**src/rtl/tsal_pkg.sv**
```systemverilog
// Shared types and parameter defaults for the tractive-system active light controller.
// State encoding is fixed because it is exported on the state output.
package tsal_pkg;
  typedef enum logic [1:0] {
    LAMP_TEST = 2'd0,
    SAFE      = 2'd1,
    ACTIVE    = 2'd2,
    FAULT     = 2'd3
  } tsal_state_e;

  localparam int DEBOUNCE_CYCLES_DEF = 4000;
  localparam int IMPL_CYCLES_DEF     = 400000;
  localparam int TEST_CYCLES_DEF     = 4000000;
endpackage

```
**src/rtl/tsal_if.sv**
```systemverilog
// Sensor inputs and lamp/status outputs of the TSAL controller.
// master drives the sensors and observes the lamps; slave is the controller.
interface tsal_if;
  logic       hv_present;
  logic       air_p_closed;
  logic       air_n_closed;
  logic       fault_clr;
  logic       red_ctrl;
  logic       green_ctrl;
  logic       fault;
  logic [1:0] state;

  modport master (
    output hv_present, air_p_closed, air_n_closed, fault_clr,
    input  red_ctrl, green_ctrl, fault, state
  );

  modport slave (
    input  hv_present, air_p_closed, air_n_closed, fault_clr,
    output red_ctrl, green_ctrl, fault, state
  );
endinterface

```
**src/rtl/tsal_debounce.sv**
```systemverilog
// 2-FF synchronizer followed by a debouncer; output follows the synchronized value
// after DEBOUNCE_CYCLES consecutive differing samples (input edge -> output: DEBOUNCE_CYCLES+2 cycles).
module tsal_debounce
  import tsal_pkg::*;
#(
  parameter int DEBOUNCE_CYCLES = DEBOUNCE_CYCLES_DEF
) (
  input  logic clk,
  input  logic rst,
  input  logic din,
  output logic dout
);
  localparam int CW = $clog2(DEBOUNCE_CYCLES + 1);
  localparam logic [CW-1:0] CNT_LAST = CW'(DEBOUNCE_CYCLES - 1);

  logic          sync1;
  logic          sync2;
  logic [CW-1:0] cnt;

  always_ff @(posedge clk or negedge rst) begin
    if (!rst) begin
      sync1 <= 1'b0;
      sync2 <= 1'b0;
      cnt   <= '0;
      dout  <= 1'b0;
    end else begin
      sync1 <= din;
      sync2 <= sync1;
      // Any sample agreeing with the output restarts the stability window.
      if (sync2 == dout) begin
        cnt <= '0;
      end else if (cnt == CNT_LAST) begin
        dout <= sync2;
        cnt  <= '0;
      end else begin
        cnt <= cnt + CW'(1);
      end
    end
  end
endmodule

```
**src/rtl/tsal_controller.sv**
```systemverilog
// TSAL state machine: lamp test, safe/active indication and latched AIR/HV implausibility fault.
// Outputs are registered from next-state, so they change on the same edge as state.
module tsal_controller
  import tsal_pkg::*;
#(
  parameter int DEBOUNCE_CYCLES = DEBOUNCE_CYCLES_DEF,
  parameter int IMPL_CYCLES     = IMPL_CYCLES_DEF,
  parameter int TEST_CYCLES     = TEST_CYCLES_DEF
) (
  input logic   clk,
  input logic   rst,
  tsal_if.slave bus
);
  localparam int ICW = $clog2(IMPL_CYCLES + 1);
  localparam int TCW = $clog2(TEST_CYCLES + 1);
  localparam logic [ICW-1:0] IMPL_MAX = ICW'(IMPL_CYCLES);
  localparam logic [TCW-1:0] TEST_MAX = TCW'(TEST_CYCLES);

  localparam logic [1:0] ST_LAMP   = LAMP_TEST;
  localparam logic [1:0] ST_SAFE   = SAFE;
  localparam logic [1:0] ST_ACTIVE = ACTIVE;
  localparam logic [1:0] ST_FAULT  = FAULT;

  logic           hv_db;
  logic           airp_db;
  logic           airn_db;
  logic           implausible;
  logic           impl_hold;
  logic [ICW-1:0] impl_cnt;
  logic [TCW-1:0] test_cnt;
  logic [1:0]     state_q;
  logic [1:0]     state_d;
  logic           red_q;
  logic           green_q;
  logic           fault_q;

  tsal_debounce #(.DEBOUNCE_CYCLES(DEBOUNCE_CYCLES)) u_db_hv (
    .clk(clk), .rst(rst), .din(bus.hv_present), .dout(hv_db)
  );
  tsal_debounce #(.DEBOUNCE_CYCLES(DEBOUNCE_CYCLES)) u_db_airp (
    .clk(clk), .rst(rst), .din(bus.air_p_closed), .dout(airp_db)
  );
  tsal_debounce #(.DEBOUNCE_CYCLES(DEBOUNCE_CYCLES)) u_db_airn (
    .clk(clk), .rst(rst), .din(bus.air_n_closed), .dout(airn_db)
  );

  // HV without any closed AIR, or both AIRs closed without HV.
  assign implausible = (hv_db & ~airp_db & ~airn_db) | (~hv_db & airp_db & airn_db);
  assign impl_hold   = (impl_cnt == IMPL_MAX);

  always_comb begin
    state_d = state_q;
    case (state_q)
      ST_LAMP: begin
        if (test_cnt == TEST_MAX) state_d = ST_SAFE;
      end
      ST_SAFE: begin
        if (impl_hold)                      state_d = ST_FAULT;
        else if (hv_db & (airp_db | airn_db)) state_d = ST_ACTIVE;
      end
      ST_ACTIVE: begin
        if (impl_hold)                        state_d = ST_FAULT;
        else if (~hv_db & ~airp_db & ~airn_db) state_d = ST_SAFE;
      end
      ST_FAULT: begin
        // A clear request is only honoured in the cycle it is seen while safe.
        if (bus.fault_clr & ~implausible & ~hv_db & ~impl_hold) state_d = ST_SAFE;
      end
      default: state_d = ST_FAULT;
    endcase
  end

  always_ff @(posedge clk or negedge rst) begin
    if (!rst) begin
      state_q  <= ST_LAMP;
      red_q    <= 1'b0;
      green_q  <= 1'b0;
      fault_q  <= 1'b0;
      test_cnt <= '0;
      impl_cnt <= '0;
    end else begin
      state_q <= state_d;
      red_q   <= (state_d == ST_LAMP) || (state_d == ST_ACTIVE);
      green_q <= (state_d == ST_LAMP) || (state_d == ST_SAFE);
      fault_q <= (state_d == ST_FAULT);

      if ((state_q == ST_LAMP) && (test_cnt != TEST_MAX)) test_cnt <= test_cnt + TCW'(1);

      if ((state_d == ST_FAULT) && (state_q != ST_FAULT)) impl_cnt <= '0;
      else if (!implausible)                              impl_cnt <= '0;
      else if (!impl_hold)                                impl_cnt <= impl_cnt + ICW'(1);
    end
  end

  assign bus.state      = state_q;
  assign bus.red_ctrl   = red_q;
  assign bus.green_ctrl = green_q;
  assign bus.fault      = fault_q;
endmodule

```
**src/flat_wrapper.sv**
```systemverilog
// flat-port wrapper written by rule: the top's interface ports become plain ports
module tsal_controller_flat import tsal_pkg::*;
#(
  parameter int DEBOUNCE_CYCLES = DEBOUNCE_CYCLES_DEF,
  parameter int IMPL_CYCLES     = IMPL_CYCLES_DEF,
  parameter int TEST_CYCLES     = TEST_CYCLES_DEF
)
  (clk, rst, bus_hv_present, bus_air_p_closed, bus_air_n_closed, bus_fault_clr, bus_red_ctrl, bus_green_ctrl, bus_fault, bus_state);
  tsal_if bus_i ();
  input logic clk;
  input logic rst;
  input wire logic [$bits(bus_i.hv_present)-1:0] bus_hv_present;
  input wire logic [$bits(bus_i.air_p_closed)-1:0] bus_air_p_closed;
  input wire logic [$bits(bus_i.air_n_closed)-1:0] bus_air_n_closed;
  input wire logic [$bits(bus_i.fault_clr)-1:0] bus_fault_clr;
  output wire logic [$bits(bus_i.red_ctrl)-1:0] bus_red_ctrl;
  output wire logic [$bits(bus_i.green_ctrl)-1:0] bus_green_ctrl;
  output wire logic [$bits(bus_i.fault)-1:0] bus_fault;
  output wire logic [$bits(bus_i.state)-1:0] bus_state;
  assign bus_i.hv_present = bus_hv_present;
  assign bus_i.air_p_closed = bus_air_p_closed;
  assign bus_i.air_n_closed = bus_air_n_closed;
  assign bus_i.fault_clr = bus_fault_clr;
  assign bus_red_ctrl = bus_i.red_ctrl;
  assign bus_green_ctrl = bus_i.green_ctrl;
  assign bus_fault = bus_i.fault;
  assign bus_state = bus_i.state;
  tsal_controller #(.DEBOUNCE_CYCLES(DEBOUNCE_CYCLES), .IMPL_CYCLES(IMPL_CYCLES), .TEST_CYCLES(TEST_CYCLES)) u_core (.clk(clk), .rst(rst), .bus(bus_i));
endmodule
```
**config.mk**
```make
export PLATFORM = sky130hd
export DESIGN_NAME = tsal_controller_flat
export DESIGN_NICKNAME = d
export VERILOG_FILES = /design/src/rtl/tsal_pkg.sv /design/src/rtl/tsal_if.sv /design/src/rtl/tsal_debounce.sv /design/src/rtl/tsal_controller.sv /design/src/flat_wrapper.sv
export SDC_FILE = /design/constraint.sdc
export NUM_CORES = 1
export LEC_CHECK = 0
export CORE_UTILIZATION = 55
export DETAILED_ROUTE_END_ITERATION = 6
export PLACE_DENSITY = 0.79
export SKIP_CTS_REPAIR_TIMING = 1
export SYNTH_ARGS = -nofsm -noshare
export SYNTH_HDL_FRONTEND = slang
export SYNTH_SLANG_ARGS = --single-unit
```
**constraint.sdc**
```tcl
create_clock -name clk -period 2.35 [get_ports clk]
set_input_delay 0.3525 -clock clk [delete_from_list [all_inputs] [get_ports clk]]
set_output_delay 0.3525 -clock clk [all_outputs]
set_load 0.02 [all_outputs]
```
# Word level (Yosys, flattened, before mapping)
# Index checks and enable logic that the tools add are counted.
dict set report totals {
  in_bits 6
  rom_bits 0
  register_bits 91
  output_inout_bits 5
  ram_bits 0
  latchBits 0
  mem_count 0
  word_cells 85
}
dict set report op_classes {
  order_cmp 0
  multipliers 0
  div 0
  bitwise_logic 20
  shift 0
  muxes 16
  addsub 5
  reduce_logical 9
  eq_ne 17
}
# op count
set op_table {}
lappend op_table {{two-way mux 12 bit} 6}
lappend op_table {{two-way mux 19 bit} 3}
lappend op_table {{adder 12 x 1 -> 12 bit (second input constant)} 3}
lappend op_table {{equality test 12 bit (second input constant)} 3}
lappend op_table {{adder 22 x 1 -> 22 bit (second input constant)} 1}
lappend op_table {{equality test 22 bit (second input constant)} 1}
lappend op_table {{inequality test 22 bit (second input constant)} 1}
lappend op_table {{adder 19 x 1 -> 19 bit (second input constant)} 1}
lappend op_table {{equality test 19 bit (second input constant)} 1}
lappend op_table {{two-way mux 2 bit} 6}
lappend op_table {{AND 1 bit} 10}
lappend op_table {{equality test 2 bit (second input constant)} 4}
lappend op_table {{NOT 1 bit} 8}
lappend op_table {{case mux 2 bit (4 select lines)} 1}
lappend op_table {{AND reduction 2 bit} 3}
lappend op_table {{equality test 2 x 1 -> 1 bit (second input constant)} 2}
lappend op_table {{logical NOT 2 bit} 2}
lappend op_table {{equality test 1 bit} 3}
lappend op_table {{inequality test 3 bit (second input constant)} 1}
lappend op_table {{logical AND 1 bit} 2}
lappend op_table {{logical OR 1 bit} 2}
lappend op_table {{inequality test 2 bit (second input constant)} 1}
lappend op_table {{bitwise OR 1 bit} 2}

# Depth between registers and ports, before layout
# Gate-level depths: netlist of the first run.
dict set report depth {
  depth_word 13
  mapped_depth 7
  depth_no_buf 6
}

# By module
# A second synthesis of the first run with hierarchy kept.
dict set report unflattened {
  hier_cells 430
  area_unflattened_um2 4474.3
}
# mod seq_area_each_um2 cells_per_inst area_per_inst_um2 instances
set modules_own_cells {}
lappend modules_own_cells {tsal_controller 1151.1 238 2368.5 1}
lappend modules_own_cells {tsal_debounce 375.4 64 701.9 3}

# Least setup slack after synthesis of the first run
# Ideal clock, no wire load.
dict set report synth_timing {
  kind {reg2reg}
  startpoint {register u_core.state_q[0], in the netlist u_core.bus.state[0]}
  endpoint {register u_core.test_cnt[19]}
  setup_ns 0.079
  synth_period_minus_slack_ns 1.846
  arrival_time_ns 1.767
  path_buffers 1
  path_stages_with_launch 6
  t_required_ns 2.271
  setup_slack_ns 0.504
  path_cell_list {dfrtp_1 -> or2_4 -> or4_4 -> buf_6 -> nor4_4 -> xor2_1}
}
dict set report synth_between {
  elab_chain_cells 2
}
# element line_no
set synth_rtl {}
lappend synth_rtl {{start: declaration} tsal_controller.sv:31} ;# logic [1:0] state_q;
lappend synth_rtl {{start signal: assignment} tsal_controller.sv:82} ;# state_q <= state_d;
lappend synth_rtl {{logical NOT 2 bit} tsal_controller.sv:87} ;# if ((state_q == ST_LAMP) && (test_cnt != TEST_MAX)) test_cnt <= test_cnt + TCW'(1);
lappend synth_rtl {{logical AND 1 bit} tsal_controller.sv:87}
lappend synth_rtl {{end signal: assignment} tsal_controller.sv:87}
lappend synth_rtl {{end: declaration} tsal_controller.sv:30} ;# logic [TCW-1:0] test_cnt;
# Every way passes these cells.
# A chain may end at the register's enable or synchronous reset.

# Worst setup path in the final report of the first run
dict set report layout_timing {
  startpoint {register u_core.test_cnt[5]}
  endpoint {register u_core.test_cnt[1]}
}
dict set report layout_between {
  elab_chain_cells 2
}
# element line_no
set layout_rtl {}
lappend layout_rtl {{inequality test 22 bit} tsal_controller.sv:87}
lappend layout_rtl {{logical AND 1 bit} tsal_controller.sv:87}
# Every way passes these cells.

==> results of run 1 <==
registers in the layout, indices dropped and copies added, names as in the netlist:
register                flops
u_core.test_cnt            22
u_core.impl_cnt            19
u_core.u_db_airn.cnt       12
u_core.u_db_airp.cnt       12
u_core.u_db_hv.cnt         12
u_core.bus.state            2
u_core.bus.fault            1
u_core.bus.green_ctrl       1
u_core.bus.red_ctrl         1
u_core.u_db_airn.dout       1
u_core.u_db_airn.sync1      1
u_core.u_db_airn.sync2      1
u_core.u_db_airp.dout       1
u_core.u_db_airp.sync1      1
u_core.u_db_airp.sync2      1
u_core.u_db_hv.dout         1
u_core.u_db_hv.sync1        1
u_core.u_db_hv.sync2        1
power by group through the flow:
stage	Clock, W	Sequential [W]	Combinational, W
6_report	0.00115	0.00160	0.0000783
3_3_place_gp	0	0.00163	0.0000797
4_1_cts	0.00118	0.00160	0.0000824
5_1_grt	0.00124	0.00160	0.0000943
3_5_place_dp	0	0.00163	0.0000817
2_1_floorplan	0	0.00163	0.0000324
per-stage QoR:
step	worst slack [ns]	hold WS (ns)	utilization	instance area, µm²
after floorplan	0.5038	0.05691	-	4364
after global routing	0.2057	0.04457	0.6257	4810
final	0.3227	-0.00003825	0.6257	4810
after detailed placement	0.4105	0.3530	0.5973	4592
after global placement	0.5036	0.3353	0.5973	4592
after CTS	0.3701	0.01519	0.6257	4810
per-layer routing:
metal | GRT usage | vias to the layer above | share of wire
met5 | 0 | - | 0
met4 | 0.1005 | 0 | 0.026
met2 | 0.3308 | 54 | 0.47
li1 | - | 1492 | -
met1 | 0.2873 | 1514 | 0.47
met3 | 0.03685 | 18 | 0.031
logic make-up (layout without fill, tap and decap cells):
logic type                 Yosys count  count (layout)  share of synthesized area
adders and majority gates            7               7                    0.02007
muxes                                4               4                    0.01032
buffers and inverters               24              48                    0.02265
xor gates and xnor gates            66              66                     0.1325
DFF                                 91              91                     0.5218
AOI/OAI and AO/OA                   29              29                    0.04444
and+or+nand+nor                    202             202                     0.2483
worst min-delay path by stage:
| stage | slack, ns | to | start |
|---|---|---|---|
| after floorplan | 0.06 | u_core.bus.fault | rst |
| after global placement | 0.34 | u_core.u_db_airp.sync2 | u_core.u_db_airp.sync1 |
| after detailed placement | 0.35 | u_core.u_db_airp.sync2 | u_core.u_db_airp.sync1 |
| after CTS | 0.02 | u_core.u_db_hv.cnt[7] | rst |
| after global routing | 0.04 | u_core.u_db_hv.cnt[8] | rst |
| final | -0.00004 | u_core.u_db_hv.sync2 | rst |
area by class of cell:
type / instances / area [µm²]
multi-input combinational: 308 / 1988
tap: 102 / 127.6
sequential: 91 / 2277
timing repair buffer: 15 / 135.1
clock inverter: 6 / 90.09
fill: 636 / 2878
inverter: 17 / 63.81
clock buffer: 10 / 127.6
cells in the final DEF, fill, tap and decap left out, types with 3 or more instances in the layout:
cell / instances
a21oi_1: 5
and3_1: 3
and4_1: 5
buf_4: 6
clkbuf_8: 9
clkdlybuf4s50_1: 9
clkinvlp_4: 4
dfrtp_1: 91
ha_1: 7
inv_1: 17
mux2_2: 4
nand2_1: 26
nand2b_1: 4
nand3_1: 27
nand4_1: 14
nor2_1: 70
nor3_1: 9
nor3_2: 3
nor4_1: 12
nor4b_1: 3
nor4bb_1: 3
o21ai_0: 6
o21ai_1: 4
o31ai_1: 3
or2_1: 3
or3_1: 4
xnor2_1: 41
xor2_1: 25
==> results_dict.tcl, run 1 <==
set metrics [dict create \
    status "finished with violations" \
    violations "negative hold slack" \
    track_usage 0.2112 \
    comb_power_share 0.028 \
    critical_path.cell_chain "nor4b_1 > nand4b_1 > o31ai_2 > mux2_2" \
    cts_buffer_depth 2 \
    gp_congestion 0.8040 \
    synth_common_cells "91 x dfrtp_1, 70 x nor2_1, 41 x xnor2_1" \
    min_period_ns 2.027 \
    antenna_left 0 \
    via_per_inst 5.607 \
    clock_latency_ns 0.36 \
    arrival_ns 2.27 \
    synthCells 423 \
    wl_mm 7.755 \
    ir_drop_uv 409.6 \
    drive_gt1_frac 0.07830 \
    clk_pin_slew_ns 0.10 \
    yosysMostFrequentCell "dfrtp_1" \
    synth_area_mm2 0.004364 \
    holdCritPathClass "primary input to async pin" \
    startpoint_type "flop" \
    critPathKind "flop to flop" \
    pwr-share-seq 0.566 \
    timing.rr.start "u_core.test_cnt[5]" \
    slowest_delay_ns 0.49 \
    placed_cells 533 \
    dp_hpwl_mm 5.460 \
    numPortBuffers 10 \
    area_delta_synth_final_pct 10.21 \
    yosysWarnings 0 \
    diodes 0 \
    worst_hold_slack_ns -0.00003825 \
    fmax_mhz 493.3 \
    path_max_fanout 5 \
    synth_top_cell_area_share 0.5218 \
    p_int_w 0.002206 \
    cp.buffers_inverters 0 \
    r2r_setup_slack_ns 0.32 \
    grt_first_pass_wirelength_mm 13.70 \
    cts_root_buf "clkbuf_8" \
    drc 0 \
    synth_edf_count 0 \
    hold_viol 1 \
    ioPinCount 11 \
    synthArstFlopShare 1.000 \
    cts_tree "yes" \
    path_depth 4 \
    rows 32 \
    drt_iter0_drc 192 \
    antenna_found_initial 0 \
    swShare 0.2179 \
    grt-ovfl-total 0 \
    finalCritPeriodShare 0.8627 \
    endpoint "u_core.test_cnt[1]" \
    timing_worst_slew_pin_value_ns 0.6099 \
    initial_core_util 0.5677 \
    finalMaxSlewViolations 0 \
    crit_family "simple AND/OR/NAND/NOR gates" \
    synth_nets 436 \
    ys_types 49 \
    numCtsBuffers 9 \
    core-area_mm2 0.007687 \
    rsz0062_at_grt "false" \
    synthTopCellsByArea "dfrtp_1 52%, xnor2_1 8.2%, nor2_1 6.0%" \
    critPathCaptureType "flop" \
    slew_headroom 0.5878 \
    critical_path.slowest_cell "nor4b_1" \
    finalSetupTns_ns 0 \
    power_w 0.002820 \
    clockPowerShare 0.406 \
    die_h_um 91.08 \
    p_switching_w 0.0006146 \
    crit_start "u_core.test_cnt[5]" \
    ys.flop_type "dfrtp_1" \
    grt_max_degree 49 \
    p_leak_nw 1.995 \
    syn_avg_cell_area_um2 10.32 \
    finalNonFillerCells 549 \
    setup_viol 0 \
    skew_ns 0.01488 \
    ys_ff_latch 91 \
    ys_seq_area_frac 0.5218 \
    r2r-end "u_core.test_cnt[1]" \
    r2r_cells 4 \
    maxCapViolations 0 \
    nets 455 \
    die_area_mm2 0.008295 \
    synth_top_area_cell "dfrtp_1" \
    grt_pass1_vias 2956 \
    die_w_um 91.08 \
    wl_per_cell_um 14.13 \
    cts.sinks 91 \
    first_pass_iters 6 \
    crit_required_ns 2.60 \
    p_per_area_mw_per_mm2 586.4 \
    htreeDepth 3 \
    num_vias 3078 \
]
Note: power is estimated with default switching activity, not from simulation.
==> run 2: changes to the inputs <==
--- a/config.mk
+++ b/config.mk
@@ -5,6 +5,7 @@
 export SDC_FILE = /design/constraint.sdc
 export NUM_CORES = 1
 export LEC_CHECK = 0
+export CORE_MARGIN = 2
 export CORE_UTILIZATION = 55
 export DETAILED_ROUTE_END_ITERATION = 6
 export PLACE_DENSITY = 0.79
==> run 2 against run 1 <==
  * The flow still finishes with violations (negative hold slack)
  * Setup slack gained 0.089 ns
  * Count of clock-buffer cells in the layout shrank 1
  * Sequential power is essentially flat
  * Fmax grew 4.6%
  * Non-clock buffer count shrank 2
  * Clock power shrank 13%
  * Total power shrank 5.0%
  * Global-route usage shrank 1.2 points
  * Hold slack lost 0.022 ns
  * Sequential share of layout area grew 0.26 points
  * Highest routed layer unchanged
==> results_dict.tcl, run 2 (synthesis results as in run 1) <==
set metrics [dict create \
    arrival_ns 2.19 \
    worst_hold_slack_ns -0.02208 \
    mostFrequentLayoutCells "91 x dfrtp_1, 70 x nor2_1, 41 x xnor2_1, 27 x nand3_1, 26 x nand2_1" \
    finalMaxSlewViolations 0 \
    timing_worst_slew_pin_value_ns 0.5286 \
    core-area_mm2 0.007687 \
    grt-ovfl-total 0 \
    diodes 0 \
    met1_length_mm 3.564 \
    num_vias 3006 \
    area_delta_synth_final_pct 9.604 \
    gp_congestion 0.8508 \
    ioPinCount 11 \
    largestRegisters "u_core.test_cnt x22, u_core.impl_cnt x19" \
    drive_gt1_frac 0.07640 \
    critPathCaptureType "flop" \
    grt_first_pass_wirelength_mm 13.80 \
    maxCapViolations 0 \
    htreeDepth 3 \
    cts.sinks 91 \
    largest_reg_flops 22 \
    wl_mm 7.504 \
    first_pass_iters 5 \
    fin_ws_ns 0.4120 \
    setup_viol 0 \
    place_area_mm2 0.004589 \
    antenna_left 0 \
    finalSetupTns_ns 0 \
    drt_iter0_drc 160 \
    track_usage 0.1996 \
    via_per_inst 5.495 \
    dpl_worst_slack_ns 0.4281 \
    initial_core_util 0.5677 \
    clk_pin_slew_ns 0.10 \
    hold_viol 41 \
    drc 0 \
    critPathKind "flop to flop" \
    numPortBuffers 10 \
    cts_buffer_depth 2 \
    slew_headroom 0.6428 \
    die_h_um 93.08 \
    antenna_found_initial 0 \
    top_register "u_core.test_cnt" \
    path_max_fanout 4 \
    rows 32 \
    skew_ns 0.01166 \
    wl_per_cell_um 13.72 \
    status "finished with violations" \
    dp_hpwl_mm 5.379 \
    violations "negative hold slack" \
    crit_required_ns 2.60 \
    startpoint_type "flop" \
    grt_max_degree 51 \
    p_leak_nw 1.990 \
    finalCritPeriodShare 0.8247 \
    rsz0062_at_grt "false" \
    cts_root_buf "clkbuf_8" \
    grt_pass1_vias 3059 \
    ir_drop_uv 500.6 \
    fmax_mhz 516.0 \
    finalNonFillerCells 547 \
    clock_latency_ns 0.36 \
    holdCritPathClass "primary input to async pin" \
    nets 453 \
    die_area_mm2 0.008663 \
    final_area_mm2 0.004783 \
    min_period_ns 1.938 \
    numCtsBuffers 9 \
    cts_tree "yes" \
    p_per_area_mw_per_mm2 560.3 \
    dr_wl_met2_mm 3.653 \
    layout_commonest_cell "dfrtp_1" \
    dr.max_layer_used "met4" \
    die_w_um 93.08 \
    wl_met3_um 231 \
    placed_cells 531 \
    final_util 0.6222 \
]
==> run 2: path summary, 6_finish.rpt <==
| check | startpoint | to | slack, ns | cells past startpoint |
|---|---|---|---|---|
| max in group asynchronous | rst | u_core.test_cnt[3] | 1.73 | 2 |
| setup / recovery | u_core.test_cnt[0] | u_core.test_cnt[1] | 0.41 | 6 |
| hold reg to reg | u_core.u_db_airn.sync1 | u_core.u_db_airn.sync2 | 0.36 | 0 |
| setup reg to reg | u_core.test_cnt[0] | u_core.test_cnt[1] | 0.41 | 6 |
| hold / removal | rst | u_core.impl_cnt[7] | -0.02 | 1 |
| min in group clk | u_core.u_db_airn.sync1 | u_core.u_db_airn.sync2 | 0.36 | 0 |
==> run 2: per-layer routing <==
layer	vias to the layer above	track usage
met5	-	0
met4	0	0.06005
li1	1485	-
met2	37	0.3237
met1	1480	0.2714
met3	4	0.04432
==> run 2: area by class of cell <==
class	instances	area (µm²)
multi-input cells	308	1988
well taps	102	127.6
repair buffers	13	132.6
clock buffers	9	123.9
fillers	634	2904
flip-flops and latches	91	2277
clock inverters	7	70.07
inverters	17	63.81
==> run 2: through the flow <==
stage                     total power [W]  hold WS [ns]
after global placement           0.001707        0.3350
after CTS                        0.002723      -0.02071
after global routing             0.002804     0.0004718
final                            0.002680      -0.02208
after detailed placement         0.001711        0.3387
after floorplan                  0.001658       0.05691
==> run 2: power by group <==
| group | total (W) | leakage (nW) | internal (W) | switching (W) |
|---|---|---|---|---|
| logic | 0.0000793 | 0.669 | 0.0000253 | 0.0000541 |
| clock network | 0.00100 | 0.0951 | 0.000412 | 0.000591 |
| registers | 0.00160 | 1.23 | 0.00158 | 0.0000159 |
| total | 0.00268 | 1.99 | 0.00202 | 0.000661 |
==> run 2: critical path, stage by stage (launching register included) <==
cell and delay, ns:
dfrtp_1 0.43, inv_1 0.07, ha_1 0.13, nor4bb_1 0.27, nand4b_1 0.17, o31ai_2 0.38, mux2_2 0.38
==> run 3: changes to the inputs <==
==> constraint.sdc (replaced) <==
create_clock -name clk -period 1.94 [get_ports clk]
set_input_delay 0.291 -clock clk [delete_from_list [all_inputs] [get_ports clk]]
set_output_delay 0.291 -clock clk [all_outputs]
set_load 0.02 [all_outputs]
==> run 3 against run 2 <==
  * The run now ends clean
  * First-iteration DRC count increased by 12%
  * Combinational power increased by 27%
  * Total power increased by 25%
  * Fmax increased by 5.6%
  * Setup slack got worse by 0.31 ns
  * Clock power increased by 32%
  * Sequential cell count unchanged
  * Sequential power increased by 21%
  * Global-route usage about the same
  * Sequential share of layout area decreased by 1.6 points
  * Register-to-register slack got worse by 0.31 ns
  * Critical path type unchanged
  * Largest cell class unchanged
==> results_dict.tcl, run 3 (synthesis results as in run 1) <==
set metrics [dict create \
    grt_pass1_vias 3005 \
    mostFrequentLayoutCells "90 x dfrtp_1, 70 x nor2_1, 41 x xnor2_1, 27 x nand3_1, 26 x nand2_1" \
    first_pass_iters 4 \
    holdCritPathClass "flop to flop" \
    die_w_um 93.08 \
    cts_buffer_depth 2 \
    crit_required_ns 2.19 \
    timing_worst_slew_pin_value_ns 0.5658 \
    finalCritPeriodShare 0.9459 \
    drc 0 \
    r2r_cells 4 \
    maxCapViolations 0 \
    cts_root_buf "clkbuf_8" \
    finalMaxSlewViolations 0 \
    antenna_left 0 \
    p_leak_nw 2.075 \
    setup_viol 0 \
    dp_hpwl_mm 5.682 \
    layout_commonest_cell "dfrtp_1" \
    track_usage 0.2001 \
    cts.sinks 91 \
    wl_per_cell_um 14.28 \
    p_int_w 0.002593 \
    clock_latency_ns 0.35 \
    fillCellCount 592 \
    numPortBuffers 10 \
    numCtsBuffers 9 \
    crit_start "u_core.u_db_hv.cnt[0]" \
    r2r_setup_slack_ns 0.11 \
    final_util 0.6440 \
    htreeDepth 3 \
    r2r-end "u_core.u_db_hv.dout" \
    arrival_ns 2.09 \
    endpoint "u_core.u_db_hv.dout" \
    grt_first_pass_wirelength_mm 13.72 \
    skew_ns 0.009341 \
    critical_path.cell_chain "ha_1 > nand4_1 > nor4_1 > mux2_2" \
    timing.rr.start "u_core.u_db_hv.cnt[0]" \
    status "finished clean" \
    critical_path.slowest_cell "nor4_1" \
    rows 32 \
    gp_congestion 0.8578 \
    critPathKind "flop to flop" \
    slowest_delay_ns 0.54 \
    cp.buffers_inverters 0 \
    drt_iter0_drc 179 \
    comb_power_share 0.030 \
    core-area_mm2 0.007687 \
    die_h_um 93.08 \
    clockPowerShare 0.394 \
    ioPinCount 11 \
    grt_max_degree 36 \
    p_switching_w 0.0007656 \
    area_delta_synth_final_pct 13.45 \
    largestRegisters "u_core.test_cnt x22, u_core.impl_cnt x19" \
    cts_tree "yes" \
    crit_family "simple AND/OR/NAND/NOR gates" \
    fmax_mhz 545.0 \
    via_per_inst 5.563 \
    die_area_mm2 0.008663 \
    critPathCaptureType "flop" \
    initial_core_util 0.5677 \
    placed_cells 541 \
    path_max_fanout 4 \
    antenna_found_initial 0 \
    startpoint_type "flop" \
    nets 467 \
    clk_pin_slew_ns 0.10 \
    finalNonFillerCells 561 \
    slew_headroom 0.6193 \
    power_w 0.003359 \
    p_per_area_mw_per_mm2 678.5 \
    hold_viol 0 \
    top_register "u_core.test_cnt" \
    diodes 0 \
    ir_drop_uv 532.0 \
    wl_mm 8.010 \
    path_depth 4 \
    num_vias 3121 \
    finalSetupTns_ns 0 \
    grt-ovfl-total 0 \
    drive_gt1_frac 0.1176 \
    min_period_ns 1.835 \
    swShare 0.2279 \
    largest_reg_flops 22 \
    pwr-share-seq 0.576 \
    rsz0062_at_grt "false" \
]
run 3: cell count changes in the layout (fill, tap and decap cells not counted), sizes merged:
cell	before	now
buf	4	17
bufinv	0	1
clkbuf	9	10
dlygate4sd3	0	1
inv	20	18
run 3: cell type report:
class / instances / area [µm²] / area share
clock inverters: 6 / 72.57 / 0.01466
well taps: 102 / 127.6 / 0.02578
clock buffers: 10 / 137.6 / 0.02780
inverters: 17 / 63.81 / 0.01289
flip-flops and latches: 91 / 2278 / 0.4602
multi-input cells: 308 / 2031 / 0.4102
repair buffers: 27 / 240.2 / 0.04852
run 3: worst min-delay path by stage:
stage | endpoint | cells after the start | slack (ns) | startpoint
3_3_place_gp | u_core.impl_cnt[8] | 1 | 0.23 | rst
2_1_floorplan | u_core.bus.fault | 0 | -0.005 | rst
5_1_grt | u_core.u_db_hv.sync1 | 1 | 0.37 | bus_hv_present
4_1_cts | u_core.impl_cnt[0] | 1 | -0.14 | rst
3_5_place_dp | u_core.impl_cnt[10] | 1 | 0.24 | rst
6_report | u_core.u_db_airp.sync2 | 0 | 0.36 | u_core.u_db_airp.sync1
run 3: metal layers:
layer | wire length [µm] | part of all wire | GRT usage
met3 | 264 | 0.033 | 0.04512
met2 | 3896 | 0.49 | 0.3213
met5 | 0 | 0 | 0
met1 | 3745 | 0.47 | 0.2690
met4 | 104 | 0.013 | 0.07230
run 3: power by group through the flow:
stage	Sequential [W]	Combinational (W)	Clock (W)
after floorplan	0.00197	0.0000393	0
after global placement	0.00197	0.0000976	0
after detailed placement	0.00197	0.000101	0
after CTS	0.00194	0.000101	0.00135
after global routing	0.00194	0.000119	0.00144
final	0.00194	0.000101	0.00132
run 3: metrics by stage:
stage | hold slack [ns] | setup WS [ns] | instance area, µm²
2_1_floorplan | -0.004591 | 0.09375 | 4364
3_3_place_gp | 0.2346 | 0.1408 | 4664
3_5_place_dp | 0.2396 | 0.03362 | 4664
4_1_cts | -0.1447 | -0.0001066 | 4875
5_1_grt | 0.3664 | 0.001561 | 4951
6_report | 0.3599 | 0.1050 | 4951
run 3: worst reg2reg max path, delay by kind of cell (launching register included):
kind	cells	cell delay [ns]
simple gates	2	0.68
flops	1	0.41
mux	1	0.40
fa+ha+maj	1	0.24
